===== config.mk =====
export PLATFORM = sky130hd
export DESIGN_NAME = y_alu_seq
export DESIGN_NICKNAME = d
export VERILOG_FILES = /design/src/rtl/y_alu_pkg.sv /design/src/rtl/y_mul_step.sv /design/src/rtl/y_alu_seq.sv
export SDC_FILE = /design/constraint.sdc
export NUM_CORES = 1
export LEC_CHECK = 0
export BUFFER_PORTS_ARGS = -buffer_cell sky130_fd_sc_hd__buf_2
export CAP_MARGIN = 0
export CORE_ASPECT_RATIO = 0.7
export CORE_MARGIN = 3
export CORE_UTILIZATION = 35
export CTS_BUF_LIST = sky130_fd_sc_hd__clkbuf_4 sky130_fd_sc_hd__clkbuf_8
export CTS_CLUSTER_DIAMETER = 30
export CTS_CLUSTER_SIZE = 10
export DETAILED_ROUTE_END_ITERATION = 8
export GPL_TIMING_DRIVEN = 0
export SETUP_SLACK_MARGIN = 0.5
export SLEW_MARGIN = 15
export SYNTH_ARGS = -nofsm -noshare
export SYNTH_HDL_FRONTEND = slang
export SYNTH_HIERARCHICAL = 1
export SYNTH_SLANG_ARGS = --single-unit

===== constraint.sdc =====
create_clock -name clk -period 6.21 [get_ports clk]
set_input_delay 0.621 -clock clk [delete_from_list [all_inputs] [get_ports clk]]
set_output_delay 0.621 -clock clk [all_outputs]
set_load 0.01 [all_outputs]

===== src/rtl/y_alu_pkg.sv =====
// Shared op codes and FSM state encoding for the sequential ALU.
package y_alu_pkg;

    localparam logic [2:0] OP_AND  = 3'b000;
    localparam logic [2:0] OP_OR   = 3'b001;
    localparam logic [2:0] OP_ADD  = 3'b010;
    localparam logic [2:0] OP_MULU = 3'b011;
    localparam logic [2:0] OP_SLTU = 3'b100;
    localparam logic [2:0] OP_RSVD = 3'b101;
    localparam logic [2:0] OP_SUB  = 3'b110;
    localparam logic [2:0] OP_SLT  = 3'b111;

    typedef enum logic [1:0] {
        S_IDLE = 2'd0,
        S_MUL  = 2'd1,
        S_DONE = 2'd2
    } state_t;

endpackage


===== src/rtl/y_mul_step.sv =====
// One shift-add iteration of an unsigned multiplier. The upper half of the
// product accumulates the multiplicand; the lower half starts as the multiplier
// and is consumed one bit per step from the LSB.
module y_mul_step #(
    parameter int WIDTH = 32
) (
    input  logic [WIDTH-1:0]   a,
    input  logic [2*WIDTH-1:0] product_in,
    output logic [2*WIDTH-1:0] product_out
);

    logic [WIDTH:0] acc;

    // Conditionally add a into the upper half, keeping the carry, then shift right.
    always_comb begin
        acc = {1'b0, product_in[2*WIDTH-1:WIDTH]};
        if (product_in[0]) begin
            acc = acc + {1'b0, a};
        end
        product_out = {acc, product_in[WIDTH-1:1]};
    end

endmodule


===== src/rtl/y_alu_seq.sv =====
// Clocked ALU: single-cycle AND/OR/ADD/SUB/SLT/SLTU plus an iterative
// unsigned multiply producing a full 2*WIDTH product. Results and flags are
// registered together and held until the consumer accepts them.
module y_alu_seq #(
    parameter int WIDTH = 32
) (
    input  logic             clk,
    input  logic             rst_n,
    input  logic             in_valid,
    output logic             in_ready,
    input  logic [WIDTH-1:0] a,
    input  logic [WIDTH-1:0] b,
    input  logic [2:0]       op,
    output logic             out_valid,
    input  logic             out_ready,
    output logic [WIDTH-1:0] z,
    output logic [WIDTH-1:0] z_hi,
    output logic             zero,
    output logic             cout,
    output logic             ovf,
    output logic             ill
);

    import y_alu_pkg::*;

    localparam int CNT_W = $clog2(WIDTH + 1);
    localparam logic [CNT_W-1:0] LAST_STEP = CNT_W'(WIDTH - 1);

    state_t             state;
    logic [WIDTH-1:0]   a_r;
    logic [2*WIDTH-1:0] product;
    logic [2*WIDTH-1:0] step_out;
    logic [CNT_W-1:0]   count;

    // Single-cycle result path, computed from the live inputs at acceptance.
    logic             sub;
    logic [WIDTH-1:0] b_eff;
    logic [WIDTH:0]   sum;
    logic [WIDTH-1:0] sc_z;
    logic             sc_cout;
    logic             sc_ovf;
    logic             sc_ill;
    logic             slt_bit;

    assign in_ready  = (state == S_IDLE);
    assign out_valid = (state == S_DONE);

    y_mul_step #(.WIDTH(WIDTH)) u_step (
        .a           (a_r),
        .product_in  (product),
        .product_out (step_out)
    );

    // Shared add/sub adder feeding ADD, SUB, SLT and SLTU.
    always_comb begin
        // NOTE: every output gets a default first so no path can infer a latch.
        sc_z    = '0;
        sc_cout = 1'b0;
        sc_ovf  = 1'b0;
        sc_ill  = 1'b0;
        sub     = (op == OP_SUB) || (op == OP_SLT) || (op == OP_SLTU);
        b_eff   = sub ? ~b : b;
        sum     = {1'b0, a} + {1'b0, b_eff} + {{WIDTH{1'b0}}, sub};
        slt_bit = (a[WIDTH-1] != b[WIDTH-1]) ? a[WIDTH-1] : sum[WIDTH-1];
        case (op)
            OP_AND: sc_z = a & b;
            OP_OR:  sc_z = a | b;
            OP_ADD, OP_SUB: begin
                sc_z    = sum[WIDTH-1:0];
                sc_cout = sum[WIDTH];
                sc_ovf  = (a[WIDTH-1] == b_eff[WIDTH-1]) && (sum[WIDTH-1] != a[WIDTH-1]);
            end
            OP_SLT:  sc_z = {{(WIDTH-1){1'b0}}, slt_bit};
            OP_SLTU: sc_z = {{(WIDTH-1){1'b0}}, ~sum[WIDTH]};
            OP_RSVD: sc_ill = 1'b1;
            default: sc_z = '0;
        endcase
    end

    // Control FSM plus multiply datapath and registered result/flags.
    always_ff @(posedge clk or negedge rst_n) begin
        // NOTE: every register, datapath included, is reset so an aborted multiply leaves nothing behind.
        if (!rst_n) begin
            state   <= S_IDLE;
            a_r     <= '0;
            product <= '0;
            count   <= '0;
            z       <= '0;
            z_hi    <= '0;
            zero    <= 1'b0;
            cout    <= 1'b0;
            ovf     <= 1'b0;
            ill     <= 1'b0;
        end else begin
            // NOTE: non-blocking assignments so all registers update from pre-edge values.
            case (state)
                S_IDLE: begin
                    if (in_valid) begin
                        if (op == OP_MULU) begin
                            a_r     <= a;
                            product <= {{WIDTH{1'b0}}, b};
                            count   <= '0;
                            state   <= S_MUL;
                        end else begin
                            z     <= sc_z;
                            z_hi  <= '0;
                            zero  <= ~|sc_z;
                            cout  <= sc_cout;
                            ovf   <= sc_ovf;
                            ill   <= sc_ill;
                            state <= S_DONE;
                        end
                    end
                end
                S_MUL: begin
                    product <= step_out;
                    if (count == LAST_STEP) begin
                        z     <= step_out[WIDTH-1:0];
                        z_hi  <= step_out[2*WIDTH-1:WIDTH];
                        zero  <= ~|step_out;
                        cout  <= 1'b0;
                        ovf   <= 1'b0;
                        ill   <= 1'b0;
                        state <= S_DONE;
                    end else begin
                        count <= count + 1'b1;
                    end
                end
                S_DONE: begin
                    if (out_ready) begin
                        state <= S_IDLE;
                    end
                end
                default: state <= S_IDLE;
            endcase
        end
    end

endmodule


==> results of run 1 <==
## final timing paths
kind	endpoint	slack, ns	depth (start not counted)
worst max register to register	zero$_DFFE_PN0P_	1.32	16
worst min register to register	z[21]$_DFFE_PN0P_	0.48	1
max in group asynchronous	a_r[7]$_DFFE_PN0P_	5.19	2
min in group clk	state[1]$_DFFE_PN0P_	0.28	2
worst max-delay path	zero$_DFFE_PN0P_	0.64	18
worst min-delay path	product[23]$_DFFE_PN0P_	0.13	1
## cell usage in the layout (no fill, tap or decap), types with 22 or more instances in the layout
master	count
nand2_1	290
dfrtp_1	172
buf_2	142
nor2_1	109
o21ai_0	78
a21oi_1	68
ha_1	68
xnor2_1	59
mux2_2	57
clkbuf_1	56
a31oi_1	43
a21o_1	38
buf_4	31
maj3_1	27
a211oi_1	26
inv_1	25
nand3_1	24
o31ai_1	22
xor2_1	22
## area by class of cell
class	count	area (um^2)	area share
buffer	105	539	0.0384
multi-input combinational	1137	7320	0.522
clock inverter	11	155	0.0111
clock buffer	21	283	0.0202
sequential	172	4300	0.307
inverter	26	97.6	0.00696
tap	464	581	0.0414
antenna	2	5.00	0.000357
timing repair buffer	141	738	0.0526
## stage by stage
step	instance area [um^2]	std cells	utilization	total power, W
after floorplan	12200	1440	-	0.00396
after global placement	13500	2044	0.398	0.00493
after detailed placement	13600	2045	0.399	0.00498
after CTS	14000	2077	0.412	0.00593
after global routing	14000	2079	0.413	0.00636
final	14000	2079	0.413	0.00597
## state kept, by name, indices dropped and copies added, names as in the netlist
signal / count
zero: 1
cout: 1
z_hi: 32
product: 64
count: 6
state: 2
ill: 1
ovf: 1
z: 32
a_r: 32
## metal layers
metal | global-route usage | up-vias
met5 | 0 | -
li1 | - | 5455
met2 | 0.339 | 488
met4 | 0.0627 | 0
met1 | 0.389 | 5765
met3 | 0.0497 | 49
## power groups by stage
stage / sequential [W] / combinational [W] / clock, W
global placement: 0.00181 / 0.00312 / 0
CTS: 0.00180 / 0.00318 / 0.000946
floorplan: 0.00180 / 0.00217 / 0
detailed placement: 0.00182 / 0.00316 / 0
global route: 0.00185 / 0.00352 / 0.000988
finish: 0.00180 / 0.00323 / 0.000930
## repair_timing
action	in CTS	in global routing
endpoints found under the setup margin	1	1
hold endpoints to repair	0	0
gates resized for setup	3	2
## worst max-delay path, cell delays in order
cell and delay, ns:
buf_2 0.20, nor2b_1 0.21, or2b_1 0.12, clkbuf_1 0.26, clkbuf_4 0.37, o21ai_0 0.14, fa_1 0.42, xor2_1 0.19
a221oi_2 0.51, o311ai_1 0.21, a2111oi_2 0.64, nand2b_1 0.16, nor4_1 0.42, nand4_1 0.24, or4_1 0.52, nor4_2 0.37
nand4_1 0.17, o31ai_2 0.22
## kinds of logic after synthesis
family / Yosys count / share of synthesized area
buffers and inverters: 131 / 0.0517
XOR/XNOR: 81 / 0.0580
AND/OR/NAND/NOR: 530 / 0.188
AO/OA/AOI/OAI: 370 / 0.202
adder cells (fa/ha/maj): 97 / 0.0948
flip-flops: 172 / 0.352
multiplexers: 59 / 0.0541
==> flow_summary.json, run 1 <==
{
  "synth-edff-count": 0,
  "critPathLaunchType": "input pin",
  "wl_met1_um": 23600,
  "wl_met3_um": 3740,
  "leakage_nw": 6.48,
  "grt_pass1_wl_um": 69600,
  "yosys-top-cells-area": "dfrtp_1 (35%), nand2_1 (8.9%), ha_1 (7.0%)",
  "finalSetupViolCount": 0,
  "drtPass1Iterations": 5,
  "top_layer": "met4",
  "hpwl_um": 36600,
  "synth_seq_cells": 172,
  "cp.arrival_ns": 6.00,
  "tns_ns": 0,
  "cts_setup_buffers": 0,
  "ys_seq_area_frac": 0.352,
  "detail-route-antenna-nets": 0,
  "fin_skew_ns": 0.0176,
  "synth_commonest_cells": "nand2_1 (290), dfrtp_1 (172), nor2_1 (109)",
  "design.core.area_um2": 34000,
  "p_clk_frac": 0.156,
  "cts-htree-levels": 4,
  "seq_power_share": 0.302,
  "irDropWorstVdd_uv": 160,
  "layout.nets": 1741,
  "drtIter0Drc": 1227,
  "routed_wirelength_um": 46500,
  "clkTransAtPathRegs_ns": 0.09,
  "io_buffer_count": 140,
  "synth-async-reset-ratio": 1.00,
  "r2r_start": "a_r[4]$_DFFE_PN0P_",
  "required_ns": 6.64,
  "outcome": "finished, final reports clean",
  "clk_path_buf_depth": 2,
  "cts_hold_buf": 0,
  "combPwrFrac": 0.542,
  "grt_pass1_vias": 11194,
  "cts_sinks": 172,
  "gp_congestion": 0.959,
  "hp-class": "input pin to asynchronous set/reset pin",
  "synth_cell_type_count": 75,
  "worst_pin_slew_ns": 1.20,
  "final.setup.worst_slack_ns": 0.643,
  "syn2layout_area_growth_pct": 14.6,
  "path_class": "input pin to register",
  "grt_usage": 0.247,
  "relSlewSlack": 0.191,
  "avgSynthCellArea_um2": 8.50,
  "placementRows": 56,
  "synth_cells": 1440,
  "wire_per_inst_um": 22.4,
  "start_util": 0.360,
  "hold_ws_ns": 0.127,
  "die_area_um2": 37300,
  "grt_antenna_before_repair": 2,
  "p_int_w": 0.00328,
  "slew_violations": 0,
  "grt.overflow.total": 0,
  "p_switching_w": 0.00269,
  "period_share": 0.896,
  "vias": 11757,
  "drc_errors": 0,
  "max_freq_mhz": 180,
  "critPathCaptureType": "register",
  "cts_buffers": 17,
  "root_buffer": "clkbuf_8",
  "switching_share": 0.450,
  "powerDensity_nw_per_um2": 425,
  "cp_max_fo": 10,
  "hold_viol_final": 0,
  "drive_above_1_share": 0.183,
  "syn-num-nets": 1581,
  "dr_wl_met2_um": 18300,
  "synth.largest_area_cell": "dfrtp_1",
  "rsz0062_at_grt": "false",
  "fin_crit_ns": 5.57,
  "ioPinCount": 141,
  "clk_latency_ns": 0.53,
  "yosys_warnings": 6,
  "synth_most_common_cell": "nand2_1",
  "grt_max_degree": 91,
  "synth_top_area_frac": 0.352,
  "max-cap-violations": 0,
  "dp_slack_ns": -0.714,
  "fillCellCount": 3510,
  "cts_tree": "built",
  "cp-startpoint": "op[0]",
  "synth_area_um2": 12200,
  "die_x_um": 230,
  "synth_flop_cell": "dfrtp_1",
  "vias_per_cell": 5.66,
  "fp.dieH_um": 162
}
(Power assumes the default switching activity.)
==> inputs of run 2 (changes only) <==
--- a/config.mk
+++ b/config.mk
@@ -6,7 +6,6 @@
 export NUM_CORES = 1
 export LEC_CHECK = 0
 export BUFFER_PORTS_ARGS = -buffer_cell sky130_fd_sc_hd__buf_2
-export CAP_MARGIN = 0
 export CORE_ASPECT_RATIO = 0.7
 export CORE_MARGIN = 3
 export CORE_UTILIZATION = 35
==> constraint.sdc (replaced) <==
create_clock -name clk -period 4.5 [get_ports clk]
set_input_delay 0.45 -clock clk [delete_from_list [all_inputs] [get_ports clk]]
set_output_delay 0.45 -clock clk [all_outputs]
set_load 0.01 [all_outputs]
==> run 2 against run 1 <==
  * Critical path depth is 1 lower
  * Worst setup slack worse by 0.36 ns
  * Clock power grew 33%
  * Die area is the same
  * Sequential share of layout area is 0.83 points lower
  * Wire length is 0.53% higher
  * First-iteration DRC count decreased by 12%
  * Non-clock buffer count increased by 10
  * Via count is 0.50% higher
  * Largest cell class unchanged
==> flow_summary.json, run 2 (synthesized netlist as in run 1, its figures left out) <==
{
  "outcome": "finished, final reports clean",
  "cp_max_fo": 4,
  "drc_errors": 0,
  "grt_pass1_wl_um": 69800,
  "hpwl_um": 36200,
  "p_switching_w": 0.00384,
  "hold_viol_final": 0,
  "clk_path_buf_depth": 2,
  "drtPass1Iterations": 6,
  "rsz0062_at_grt": "true",
  "largest_reg_flops": 64,
  "p_int_w": 0.00451,
  "p_clk_frac": 0.149,
  "placementRows": 56,
  "vias": 11816,
  "cpPeakStageDelay_ns": 0.50,
  "finalSetupViolCount": 0,
  "seq_power_share": 0.298,
  "vias_per_cell": 5.66,
  "grt_antenna_before_repair": 4,
  "fin_crit_ns": 4.21,
  "syn2layout_area_growth_pct": 17.8,
  "switching_share": 0.459,
  "max_freq_mhz": 237,
  "grt.overflow.total": 0,
  "cts_sinks": 172,
  "cts_tree": "built",
  "critPathCaptureType": "register",
  "place_inst": 2045,
  "die_area_um2": 37300,
  "required_ns": 4.93,
  "combPwrFrac": 0.553,
  "fp.dieH_um": 162,
  "io_buffer_count": 140,
  "crit_buf_inv": 2,
  "top_register": "product",
  "hp-class": "input pin to register",
  "layout_common_cells": "nand2_1 (290), dfrtp_1 (172), buf_2 (142)",
  "fillCellCount": 3447,
  "grt_usage": 0.248,
  "worst_pin_slew_ns": 1.24,
  "leakage_nw": 6.62,
  "detail-route-antenna-nets": 0,
  "drtIter0Drc": 1079,
  "clk_latency_ns": 0.52,
  "drive_above_1_share": 0.208,
  "critPathLaunchType": "input pin",
  "path_cells": "buf_12 > nor2b_4 > or2b_1 > clkbuf_8 > xnor2_2 > fa_2 > xor2_2 > a221oi_4 > o311ai_4 > a2111oi_4 > nand2b_1 > nor4_4 > nand4_1 > or4_4 > nor4_4 > nand4_1 > o31ai_2",
  "cpMaxStageDelayCell": "or4_4",
  "die_x_um": 230,
  "grt_max_degree": 90,
  "gp_congestion": 0.936,
  "design.core.area_um2": 34000,
  "slew_violations": 0,
  "cts_buffers": 17,
  "critPathTopFamily": "simple AND/OR/NAND/NOR gates",
  "period_share": 0.936,
  "cts-htree-levels": 4,
  "final_common_cell": "nand2_1",
  "routed_wirelength_um": 46700,
  "grt_pass1_vias": 11221,
  "final.setup.worst_slack_ns": 0.288,
  "irDropWorstVdd_uv": 236,
  "relSlewSlack": 0.166,
  "path_class": "input pin to register",
  "root_buffer": "clkbuf_8",
  "max-cap-violations": 0,
  "layout.cells.non_filler": 2089,
  "fin_skew_ns": 0.0214,
  "ioPinCount": 141,
  "clkTransAtPathRegs_ns": 0.10,
  "dp_slack_ns": -1.83,
  "layout.nets": 1751,
  "fin_util": 0.424,
  "powerDensity_nw_per_um2": 579,
  "cp.arrival_ns": 4.64,
  "wire_per_inst_um": 22.4,
  "start_util": 0.360
}
-- run 2: path summary, 6_finish.rpt --
| check | slack, ns | end | startpoint | cells after the start |
|---|---|---|---|---|
| min reg2reg | 0.48 | z[6]$_DFFE_PN0P_ | z[6]$_DFFE_PN0P_ | 2 |
| min | 0.12 | state[1]$_DFFE_PN0P_ | out_ready | 2 |
| max reg2reg | 0.34 | zero$_DFFE_PN0P_ | a_r[4]$_DFFE_PN0P_ | 16 |
| max in group asynchronous | 3.06 | product[35]$_DFFE_PN0P_ | rst_n | 3 |
| max | 0.29 | zero$_DFFE_PN0P_ | op[0] | 17 |
| min in group asynchronous | 0.57 | product[21]$_DFFE_PN0P_ | rst_n | 2 |
-- run 2: per-layer routing --
metal	share of wire	vias up	track usage
met5	0.00066	-	0
met1	0.50	5765	0.382
met4	0.021	4	0.0741
met3	0.092	60	0.0692
li1	-	5472	-
met2	0.39	515	0.329
-- run 2: stage by stage --
step / hold slack [ns] / setup TNS, ns / total power, W / cell area (um^2)
final: 0.121 / 0 / 0.00835 / 14400
after global routing: 0.0989 / 0 / 0.00889 / 14400
after CTS: 0.0834 / 0 / 0.00822 / 14300
after detailed placement: 0.460 / -2.88 / 0.00685 / 13600
after global placement: 0.454 / -2.75 / 0.00679 / 13500
after floorplan: 0.154 / 0 / 0.00547 / 12200
-- run 2: power groups by stage --
stage	logic (W)	clock network, W	registers [W]
final	0.00462	0.00124	0.00249
after global routing	0.00502	0.00132	0.00255
after CTS	0.00447	0.00127	0.00249
after detailed placement	0.00434	0	0.00251
after global placement	0.00429	0	0.00250
after floorplan	0.00299	0	0.00248
-- run 2: layout make-up --
cell class	count	area, um^2	share of cell area
well taps	464	581	0.0403
clock inverters	14	179	0.0124
inverters	26	97.6	0.00677
flip-flops and latches	172	4300	0.299
clock buffers	18	241	0.0167
plain buffers	105	574	0.0398
repair buffers	151	831	0.0576
diodes	2	5.00	0.000347
multi-input cells	1137	7600	0.527
-- run 2: what timing repair did --
action / 4_1_cts / 5_1_grt
endpoints found under the setup margin: 6 / 4
hold endpoints to repair: 88 / 0
gates cloned: 0 / 0
resized for setup: 43 / 21
setup buffers: 6 / 3
hold buffers: 1 / 0
pin swaps: 17 / 20
==> inputs of run 3 (changes only) <==
--- a/config.mk
+++ b/config.mk
@@ -14,6 +14,7 @@
 export CTS_CLUSTER_SIZE = 10
 export DETAILED_ROUTE_END_ITERATION = 8
 export GPL_TIMING_DRIVEN = 0
+export REMOVE_ABC_BUFFERS = 1
 export SETUP_SLACK_MARGIN = 0.5
 export SLEW_MARGIN = 15
 export SYNTH_ARGS = -nofsm -noshare
==> run 3 against run 2 <==
  * Critical path depth is 1 higher
  * Non-clock buffer count decreased by 84
  * Combinational power is 9.7% lower
  * Design area down 1.6%
  * Via count fell by 5.0%
  * Highest routed layer unchanged
  * Hold slack lost 0.020 ns
  * Clock skew up 0.0050 ns
  * Total power shrank 6.6%
  * Clock power down 15%
  * Core utilization decreased by 0.67 points
  * First-iteration DRC count is 0.93% lower
  * Largest power group unchanged
==> flow_summary.json, run 3 (synthesized netlist as in run 1, its figures left out) <==
{
  "hpwl_um": 30900,
  "cts_buffers": 17,
  "hp-class": "input pin to register",
  "grt_antenna_before_repair": 8,
  "drive_above_1_share": 0.211,
  "grt_max_degree": 93,
  "cts_sinks": 172,
  "drc_errors": 0,
  "wire_per_inst_um": 20.3,
  "irDropWorstVdd_uv": 239,
  "final.setup.worst_slack_ns": 0.467,
  "vias_per_cell": 5.60,
  "final_common_cell": "nand2_1",
  "path_cells": "buf_16 > nor2b_4 > or2b_4 > buf_12 > xnor2_4 > fa_2 > xor2_1 > a221oi_2 > buf_4 > o311ai_2 > a2111oi_4 > nand2b_1 > nor4_4 > nand4_1 > or4_4 > nor4_4 > nand4_1 > o31ai_2",
  "die_x_um": 230,
  "cp.arrival_ns": 4.49,
  "gp_congestion": 0.897,
  "layout.nets": 1667,
  "grt.overflow.total": 0,
  "stdcell_area_um2": 14200,
  "fin_crit_ns": 4.03,
  "placementRows": 56,
  "period_share": 0.896,
  "path_class": "input pin to register",
  "cpMaxStageDelayCell": "or4_4",
  "cpPeakStageDelay_ns": 0.50,
  "grt_pass1_vias": 10378,
  "relSlewSlack": 0.329,
  "cp_max_fo": 5,
  "slew_violations": 0,
  "worst_pin_slew_ns": 1.01,
  "max-cap-violations": 0,
  "largest_reg_flops": 64,
  "top_register": "product",
  "layout_common_cells": "nand2_1 (290), dfrtp_1 (171), buf_2 (137)",
  "fp.dieH_um": 162,
  "tns_ns": 0,
  "critPathCaptureType": "register",
  "syn2layout_area_growth_pct": 15.9,
  "finalSetupViolCount": 0,
  "io_buffer_count": 140,
  "required_ns": 4.96,
  "routed_wirelength_um": 40600,
  "root_buffer": "clkbuf_8",
  "p_int_w": 0.00426,
  "fin_skew_ns": 0.0264,
  "drtIter0Drc": 1069,
  "start_util": 0.360,
  "leakage_nw": 6.48,
  "design.core.area_um2": 34000,
  "dp_slack_ns": -2.06,
  "grt_pass1_wl_um": 61900,
  "rsz0062_at_grt": "true",
  "p_switching_w": 0.00353,
  "outcome": "finished, final reports clean",
  "ioPinCount": 141,
  "detail-route-antenna-nets": 0,
  "hold_viol_final": 0,
  "combPwrFrac": 0.535,
  "seq_power_share": 0.330,
  "switching_share": 0.453,
  "drtPass1Iterations": 5,
  "p_clk_frac": 0.135,
  "cts_tree": "built",
  "die_area_um2": 37300,
  "clkTransAtPathRegs_ns": 0.12,
  "max_freq_mhz": 248,
  "clk_latency_ns": 0.53,
  "hold_ws_ns": 0.101,
  "clk_path_buf_depth": 2,
  "placed_area_um2": 13400,
  "critPathLaunchType": "input pin",
  "grt_usage": 0.215,
  "powerDensity_nw_per_um2": 550,
  "cts-htree-levels": 4,
  "vias": 11220
}
[run 3: worst paths after layout]
| check | slack, ns | depth (start not counted) | startpoint | end |
|---|---|---|---|---|
| setup / recovery | 0.47 | 18 | op[0] | zero$_DFFE_PN0P_ |
| hold / removal | 0.10 | 2 | out_ready | state[1]$_DFFE_PN0P_ |
| setup reg to reg | 0.52 | 17 | a_r[4]$_DFFE_PN0P_ | zero$_DFFE_PN0P_ |
| hold reg to reg | 0.48 | 2 | z_hi[18]$_DFFE_PN0P_ | z_hi[18]$_DFFE_PN0P_ |
| max in group asynchronous | 3.13 | 3 | rst_n | product[37]$_DFFE_PN0P_ |
| min in group asynchronous | 0.49 | 2 | rst_n | product[19]$_DFFE_PN0P_ |
[run 3: layout make-up]
| class | instances | area, um^2 |
|---|---|---|
| Fill cell | 3403 | 19800 |
| Antenna cell | 2 | 5.00 |
| Clock buffer | 19 | 249 |
| Multi-Input combinational cell | 1137 | 7600 |
| Clock inverter | 12 | 91.3 |
| Tap cell | 464 | 581 |
| Inverter | 26 | 97.6 |
| Timing Repair Buffer | 172 | 1260 |
| Sequential cell | 172 | 4310 |
[run 3: power groups by stage]
stage | logic (W) | registers [W] | clock network, W
floorplan | 0.00268 | 0.00254 | 0
global placement | 0.00376 | 0.00263 | 0
detailed placement | 0.00394 | 0.00260 | 0
CTS | 0.00402 | 0.00257 | 0.00107
global route | 0.00459 | 0.00264 | 0.00113
finish | 0.00417 | 0.00257 | 0.00105
[run 3: worst max-delay path, delay by kind of cell]
family / cells / cell delay [ns]
and+or+nand+nor: 8 / 1.89
AOI/OAI and AO/OA: 4 / 1.02
adders and majority gates: 1 / 0.37
buffers and inverters: 3 / 0.44
xor gates and xnor gates: 2 / 0.31
[run 3: stage by stage]
step           utilization  total power, W  instances
2_1_floorplan            -         0.00522       1335
3_3_place_gp         0.382         0.00639       1939
3_5_place_dp         0.394         0.00654       1954
4_1_cts              0.412         0.00767       1997
5_1_grt              0.418         0.00837       2004
6_report             0.418         0.00780       2004
[run 3: what timing repair did]
item | 4_1_cts | 5_1_grt
buffers inserted | 8 | 5
hold endpoints to repair | 80 | 0
cloned | 3 | 0
hold buffers | 1 | 0
endpoints found under the setup margin | 20 | 2
resized for setup | 22 | 27
pin swaps | 12 | 14
[run 3: routing by layer]
metal,global-route usage,vias up,share of wire
met5,0,-,0.0014
met4,0.0650,10,0.020
met3,0.0477,52,0.068
met2,0.297,373,0.40
met1,0.329,5455,0.51
li1,-,5330,-
